## src/rtl/fetch_pkg.sv

```systemverilog
// Shared types for the RV32I fetch stage: FSM state encoding, the
// instruction-buffer entry layout and the default reset PC.
package fetch_pkg;

   localparam int unsigned    XLEN             = 32;
   localparam logic [XLEN-1:0] RESET_PC_DEFAULT = 32'h0000_0000;

   typedef enum logic [1:0] {
      FETCH = 2'd0,
      WAIT  = 2'd1,
      DRAIN = 2'd2
   } fetch_state_t;

   typedef struct packed {
      logic [XLEN-1:0] ins;
      logic [XLEN-1:0] pc;
   } fetch_entry_t;

endpackage

```

## src/rtl/fetch_buffer.sv

```systemverilog
// Small instruction FIFO between fetch and decode. The head entry is kept in
// its own register so the decoder sees a flop output, not a read mux.
module fetch_buffer
   import fetch_pkg::*;
#(
   parameter int unsigned DEPTH   = 2,
   parameter type         entry_t = fetch_entry_t
) (
   input  logic   clock,
   input  logic   reset,
   input  logic   push,
   input  entry_t push_data,
   input  logic   pop,
   input  logic   flush,
   output logic   full,
   output logic   empty,
   output entry_t head
);

   localparam int unsigned PW = $clog2(DEPTH);

   entry_t        mem_q [DEPTH];
   entry_t        head_q, head_d;
   logic [PW-1:0] rd_q, rd_d, wr_q, wr_d;
   logic [PW:0]   cnt_q, cnt_d;
   logic          push_ok, pop_ok;

   assign full    = (cnt_q == (PW+1)'(DEPTH));
   assign empty   = (cnt_q == '0);
   assign head    = head_q;
   // A push into a full buffer is only legal when the head leaves the same cycle.
   assign pop_ok  = pop && !empty;
   assign push_ok = push && (!full || pop_ok);

   // Next pointers, occupancy and head value.
   always_comb begin
      rd_d   = rd_q;
      wr_d   = wr_q;
      cnt_d  = cnt_q;
      head_d = head_q;
      if (flush) begin
         rd_d  = '0;
         wr_d  = '0;
         cnt_d = '0;
      end else begin
         if (push_ok) wr_d = wr_q + PW'(1);
         if (pop_ok)  rd_d = rd_q + PW'(1);
         if (push_ok && !pop_ok)      cnt_d = cnt_q + (PW+1)'(1);
         else if (pop_ok && !push_ok) cnt_d = cnt_q - (PW+1)'(1);
         // New data becomes the head when it lands in an empty (or emptying) buffer.
         if (push_ok && ((cnt_q == '0) || ((cnt_q == (PW+1)'(1)) && pop_ok)))
            head_d = push_data;
         else if (pop_ok)
            head_d = mem_q[rd_q + PW'(1)];
      end
   end

   // Control state and head register.
   always_ff @(posedge clock or posedge reset) begin
      if (reset) begin
         rd_q   <= '0;
         wr_q   <= '0;
         cnt_q  <= '0;
         head_q <= '0;
      end else begin
         rd_q   <= rd_d;
         wr_q   <= wr_d;
         cnt_q  <= cnt_d;
         head_q <= head_d;
      end
   end

   // Storage array; contents are don't-care while their slot is unoccupied.
   always_ff @(posedge clock) begin
      if (push_ok && !flush) mem_q[wr_q] <= push_data;
   end

endmodule

```

## src/rtl/fetch_stage_r32i.sv

```systemverilog
// RV32I instruction fetch stage: single-outstanding memory requester feeding a
// small instruction buffer, with redirect/flush handling.
// Optional feature macro: FETCH_MISALIGN_TRAP_EN (sticky misaligned-target trap).
module fetch_stage_r32i
   import fetch_pkg::*;
#(
   parameter int unsigned      dataW     = 32,
   parameter logic [dataW-1:0] RESET_PC  = RESET_PC_DEFAULT,
   parameter int unsigned      BUF_DEPTH = 2
) (
   input  logic             clock,
   input  logic             reset,
   output logic             imem_req,
   output logic [dataW-1:0] imem_addr,
   input  logic             imem_ready,
   input  logic             imem_rvalid,
   input  logic [dataW-1:0] imem_rdata,
   input  logic             redirect,
   input  logic [dataW-1:0] redirect_target,
   output logic             ins_valid,
   output logic [dataW-1:0] ins_out,
   output logic [dataW-1:0] ins_pc,
`ifdef FETCH_MISALIGN_TRAP_EN
   output logic             fetch_misaligned,
`endif
   input  logic             ins_ready
);

   typedef struct packed {
      logic [dataW-1:0] ins;
      logic [dataW-1:0] pc;
   } entry_t;

   fetch_state_t     state_q, state_d;
   logic [dataW-1:0] pc_q, pc_d;
   logic [dataW-1:0] raddr_q, raddr_d;   // address of the request in flight
   logic             run_q, run_d;       // low out of reset and while trapped
   logic             trap_d;
`ifdef FETCH_MISALIGN_TRAP_EN
   logic             trap_q;
`endif

   logic             buf_push, buf_full, buf_empty;
   entry_t           buf_wdata, buf_head;
   logic [dataW-1:0] target_al;
   logic             outstanding;

   // PC is always word aligned; low target bits never reach the address bus.
   assign target_al = redirect_target & ~dataW'(3);

   // A response is still owed if we are waiting on one that has not arrived,
   // or a request is being accepted in this very cycle.
   assign outstanding = (((state_q == WAIT) || (state_q == DRAIN)) && !imem_rvalid) ||
                        ((state_q == FETCH) && imem_req && imem_ready);

   // Request is a pure decode of registered state, so it stays stable until accepted.
   assign imem_req  = (state_q == FETCH) && !buf_full && run_q;
   assign imem_addr = pc_q;

   assign buf_wdata = '{ins: imem_rdata, pc: raddr_q};
   assign ins_valid = !buf_empty;
   assign ins_out   = buf_head.ins;
   assign ins_pc    = buf_head.pc;

   // Next-state logic: redirect overrides every other event.
   always_comb begin
      state_d  = state_q;
      pc_d     = pc_q;
      raddr_d  = raddr_q;
      buf_push = 1'b0;
`ifdef FETCH_MISALIGN_TRAP_EN
      trap_d = trap_q;
      if (redirect) trap_d = |redirect_target[1:0];
`else
      trap_d = 1'b0;
`endif
      if (redirect) begin
         pc_d    = target_al;
         state_d = outstanding ? DRAIN : FETCH;
      end else begin
         case (state_q)
            FETCH: if (imem_req && imem_ready) begin
               pc_d    = pc_q + dataW'(4);
               raddr_d = pc_q;
               state_d = WAIT;
            end
            WAIT: if (imem_rvalid) begin
               buf_push = 1'b1;
               state_d  = FETCH;
            end
            DRAIN: if (imem_rvalid) state_d = FETCH;
            default: state_d = FETCH;
         endcase
      end
      run_d = !trap_d;
   end

   // FSM and fetch-side registers.
   always_ff @(posedge clock or posedge reset) begin
      if (reset) begin
         state_q <= FETCH;
         pc_q    <= RESET_PC;
         raddr_q <= RESET_PC;
         run_q   <= 1'b0;
`ifdef FETCH_MISALIGN_TRAP_EN
         trap_q  <= 1'b0;
`endif
      end else begin
         state_q <= state_d;
         pc_q    <= pc_d;
         raddr_q <= raddr_d;
         run_q   <= run_d;
`ifdef FETCH_MISALIGN_TRAP_EN
         trap_q  <= trap_d;
`endif
      end
   end

`ifdef FETCH_MISALIGN_TRAP_EN
   assign fetch_misaligned = trap_q;
`endif

   fetch_buffer #(
      .DEPTH   (BUF_DEPTH),
      .entry_t (entry_t)
   ) u_buf (
      .clock     (clock),
      .reset     (reset),
      .push      (buf_push),
      .push_data (buf_wdata),
      .pop       (ins_valid && ins_ready),
      .flush     (redirect),
      .full      (buf_full),
      .empty     (buf_empty),
      .head      (buf_head)
   );

endmodule

```

## config.mk

```make
export PLATFORM = sky130hd
export DESIGN_NAME = fetch_stage_r32i
export DESIGN_NICKNAME = d
export VERILOG_FILES = /design/src/rtl/fetch_pkg.sv /design/src/rtl/fetch_buffer.sv /design/src/rtl/fetch_stage_r32i.sv
export SDC_FILE = /design/constraint.sdc
export NUM_CORES = 1
export LEC_CHECK = 0
export CAP_MARGIN = 20
export CORE_MARGIN = 2
export CORE_UTILIZATION = 49
export CTS_CLUSTER_DIAMETER = 40
export DETAILED_ROUTE_END_ITERATION = 8
export GPL_TIMING_DRIVEN = 0
export HOLD_SLACK_MARGIN = 0.08
export PLACE_DENSITY = 0.77
export REMOVE_ABC_BUFFERS = 1
export SLEW_MARGIN = 30
export SYNTH_ARGS = -nofsm -noshare
export SYNTH_HDL_FRONTEND = slang
export SYNTH_SLANG_ARGS = --single-unit
```

## constraint.sdc

```tcl
create_clock -name clock -period 4.4 [get_ports clock]
set_clock_uncertainty 0.2 [all_clocks]
set_input_delay 0.44 -clock clock [delete_from_list [all_inputs] [get_ports clock]]
set_output_delay 0.44 -clock clock [all_outputs]
set_load 0.02 [all_outputs]
```

==> results.py <==
metrics = {
    "run_status": {
        "outcome": "completed",
    },
    "floorplan": {
        "die_area_um2": 23400,
        "ios": 168,
        "die_h_um": 153,
        "core_um2": 21800,
        "start_util_pct": 49.9,
        "row_count": 54,
        "die_width_um": 153,
    },
    "routing": {
        "drcViolationCount": 0,
        "drt_iter0_markers": 366,
        "detail-route-antenna-nets": 0,
        "vias_per_cell": 5.60,
        "drt-total-wl_um": 23700,
        "vias": 6776,
        "dr.pass1.iters": 4,
        "route.detailed.wl_per_inst_um": 19.6,
    },
    "worst_setup_path": {
        "required_ns": 4.58,
        "cp-start-kind": "register",
        "criticalPathCategory": "register to register",
        "arrival_ns": 3.49,
        "reg2reg_depth": 11,
        "endpoint_kind": "register",
        "crit_fanout": 8,
    },
    "pwr": {
        "peakVddDrop_mv": 0.395,
        "comb_power_share_pct": 26.9,
        "powerDensity_nw_per_um2": 609,
        "clkPwrFrac_pct": 33.2,
        "switching_share_pct": 28.1,
        "power.leakage_nw": 5.24,
        "p_int_mw": 6.25,
        "switchingPower_mw": 2.44,
        "total_power_mw": 8.69,
        "p_seq_share_pct": 39.9,
    },
    "sta": {
        "tightest_slew_ns": 0.674,
        "setup_violations": 0,
        "grt_setup_unrepaired": "false",
        "hold_slack_ns": 0.161,
        "setup_ws_ns": 1.09,
        "final-hold-violation-count": 0,
        "post-route-period-util_pct": 75.2,
        "min_period_ns": 3.31,
        "fmax_mhz": 302,
        "timing.slew.headroom_pct": 55.0,
        "slew_violations": 0,
    },
    "logic_synthesis": {
        "ys_ff_latch": 253,
        "synth.top_cell.area_share_pct": 34.2,
        "avgSynthCellArea_um2": 15.1,
        "yosys_warnings": 0,
        "yosysTopAreaCell": "edfxtp_1",
        "yosys_most_used_dff": "dfrtp_1",
        "yosysSeqAreaShare_pct": 63.8,
        "syn_area_um2": 10900,
        "synthTopCellsByArea": "edfxtp_1, dfrtp_1, mux2_2",
        "synth-edff-count": 124,
        "syn_inst": 721,
        "async_flop_share_pct": 51.0,
        "synth_cell_types": 46,
    },
    "cts": {
        "cts_setup_buffers": 0,
        "cts_tree": "yes",
        "clk_pin_slew_ns": 0.05,
        "ctsResizeCount": 0,
        "clock-root-buffer": "clkbuf_16",
        "clock_sinks": 253,
        "cts_buffer_depth": 3,
        "htree_levels": 2,
        "cts_buffers": 36,
        "clkLatencyLatePin_ns": 0.50,
        "postCtsHoldBufs": 0,
    },
    "place": {
        "port_buffers": 161,
        "place_ws_ns": 0.880,
        "dp_hpwl_um": 15100,
        "finalWeightedCongestion": 0.789,
    },
    "global_routing": {
        "grt_pass1_wl_um": 38500,
        "overflow": 0,
        "grt_pass1_vias": 7073,
        "grt_max_degree": 73,
        "antenna_found_initial": 0,
        "grt_usage_pct": 20.5,
    },
    "cells_and_area": {
        "drive_gt1_share_pct": 31.8,
        "area_delta_synth_final_pct": 31.1,
        "post-route-util_pct": 65.5,
        "final_cell_mix": "mux2_2, clkdlybuf4s50_1, dfrtp_1",
        "n_antenna_cell": 0,
        "final_common_cell": "mux2_2",
        "final_nets": 979,
    },
    "worst_hold_path": {
        "min_path_cells": 3,
        "hp-class": "input pin to register",
    },
    "flow_run": {
        "maxCapViolCount": 0,
    },
}
## sequential cells by signal, indices dropped and copies added (netlist names)
signal / cells
u_buf.head: 62
imem_addr: 30
u_buf.rd_q: 1
raddr_q: 30
state_q: 2
run_q: 1
u_buf.mem_q: 124
u_buf.wr_q: 1
u_buf.cnt_q: 2
## Yosys cell counts, drive strengths merged, types with 12 or more instances
library cell  count
a31oi            16
buf              21
clkbuf           20
dfrtp           129
edfxtp          124
mux2            216
nand2            32
nand3            12
nor2             21
o21ai            15
o31ai            13
or4              23
## stage by stage
stage,area [um2],setup TNS (ns),instances
2_1_floorplan,10700,-32.30,683
3_3_place_gp,12700,-820.25,1124
3_5_place_dp,13100,0,1145
4_1_cts,14300,0,1211
5_1_grt,14300,0,1211
6_report,14300,0,1211
## routing by layer
layer / GRT usage, % / up-vias / wire [um]
li1: - / 3099 / -
met1: 28.5 / 3429 / 10700
met2: 33.2 / 199 / 11300
met3: 3.49 / 49 / 1110
met4: 6.53 / 0 / 550
met5: 0 / - / 0
## power by group through the flow
stage	Clock, mW	Sequential (mW)	Combinational [mW]
6_report	2.89	3.47	2.34
5_1_grt	3.04	3.54	2.49
4_1_cts	2.94	3.47	2.37
3_5_place_dp	0	3.50	2.35
3_3_place_gp	0	3.52	2.26
2_1_floorplan	0	3.82	0.951
## worst max-delay path, stage by stage, from the launching register on
cell and delay (ns):
dfrtp_1 0.39, inv_1 0.08, ha_1 0.23, nand2b_1 0.27, a2111oi_4 0.46, buf_4 0.25, buf_4 0.20, buf_6 0.16
buf_4 0.17, buf_4 0.18, mux2_2 0.34, mux2_2 0.26
## final cells by class
cell class	count	area (um2)
clock buffer	44	972
inverter	9	41.3
timing repair buffer	182	1970
multi-input combinational	421	3740
clock inverter	22	254
fill	1602	7540
sequential	253	6960
tap	280	350
## cell families (layout without fill, tap and decap cells)
logic type / Yosys count / in the layout / synth area share (%)
flops: 253 / 253 / 63.8
compound gates: 62 / 62 / 3.89
xor+xnor: 9 / 9 / 0.724
other cells: 2 / 5 / 0.0689
buf+inv: 50 / 257 / 2.18
simple gates: 121 / 121 / 6.13
mux: 218 / 218 / 22.5
fa+ha+maj: 6 / 6 / 0.689
## path summary, 6_finish.rpt
path / startpoint / end / slack (ns)
hold / removal: redirect / imem_addr[8]$_DFFE_PP0P_ / 0.16
hold reg to reg: raddr_q[21]$_DFFE_PP0P_ / u_buf.mem_q[1][21]$_DFFE_PP_ / 0.29
setup / recovery: u_buf.cnt_q[0]$_DFFE_PP0P_ / u_buf.head[43]$_DFFE_PP0P_ / 1.09
max in group asynchronous: reset / u_buf.head[29]$_DFFE_PP0P_ / 3.09
min in group asynchronous: reset / u_buf.head[38]$_DFFE_PP0P_ / 0.17
setup reg to reg: u_buf.cnt_q[0]$_DFFE_PP0P_ / u_buf.head[43]$_DFFE_PP0P_ / 1.09
(Power assumes the default switching activity.)
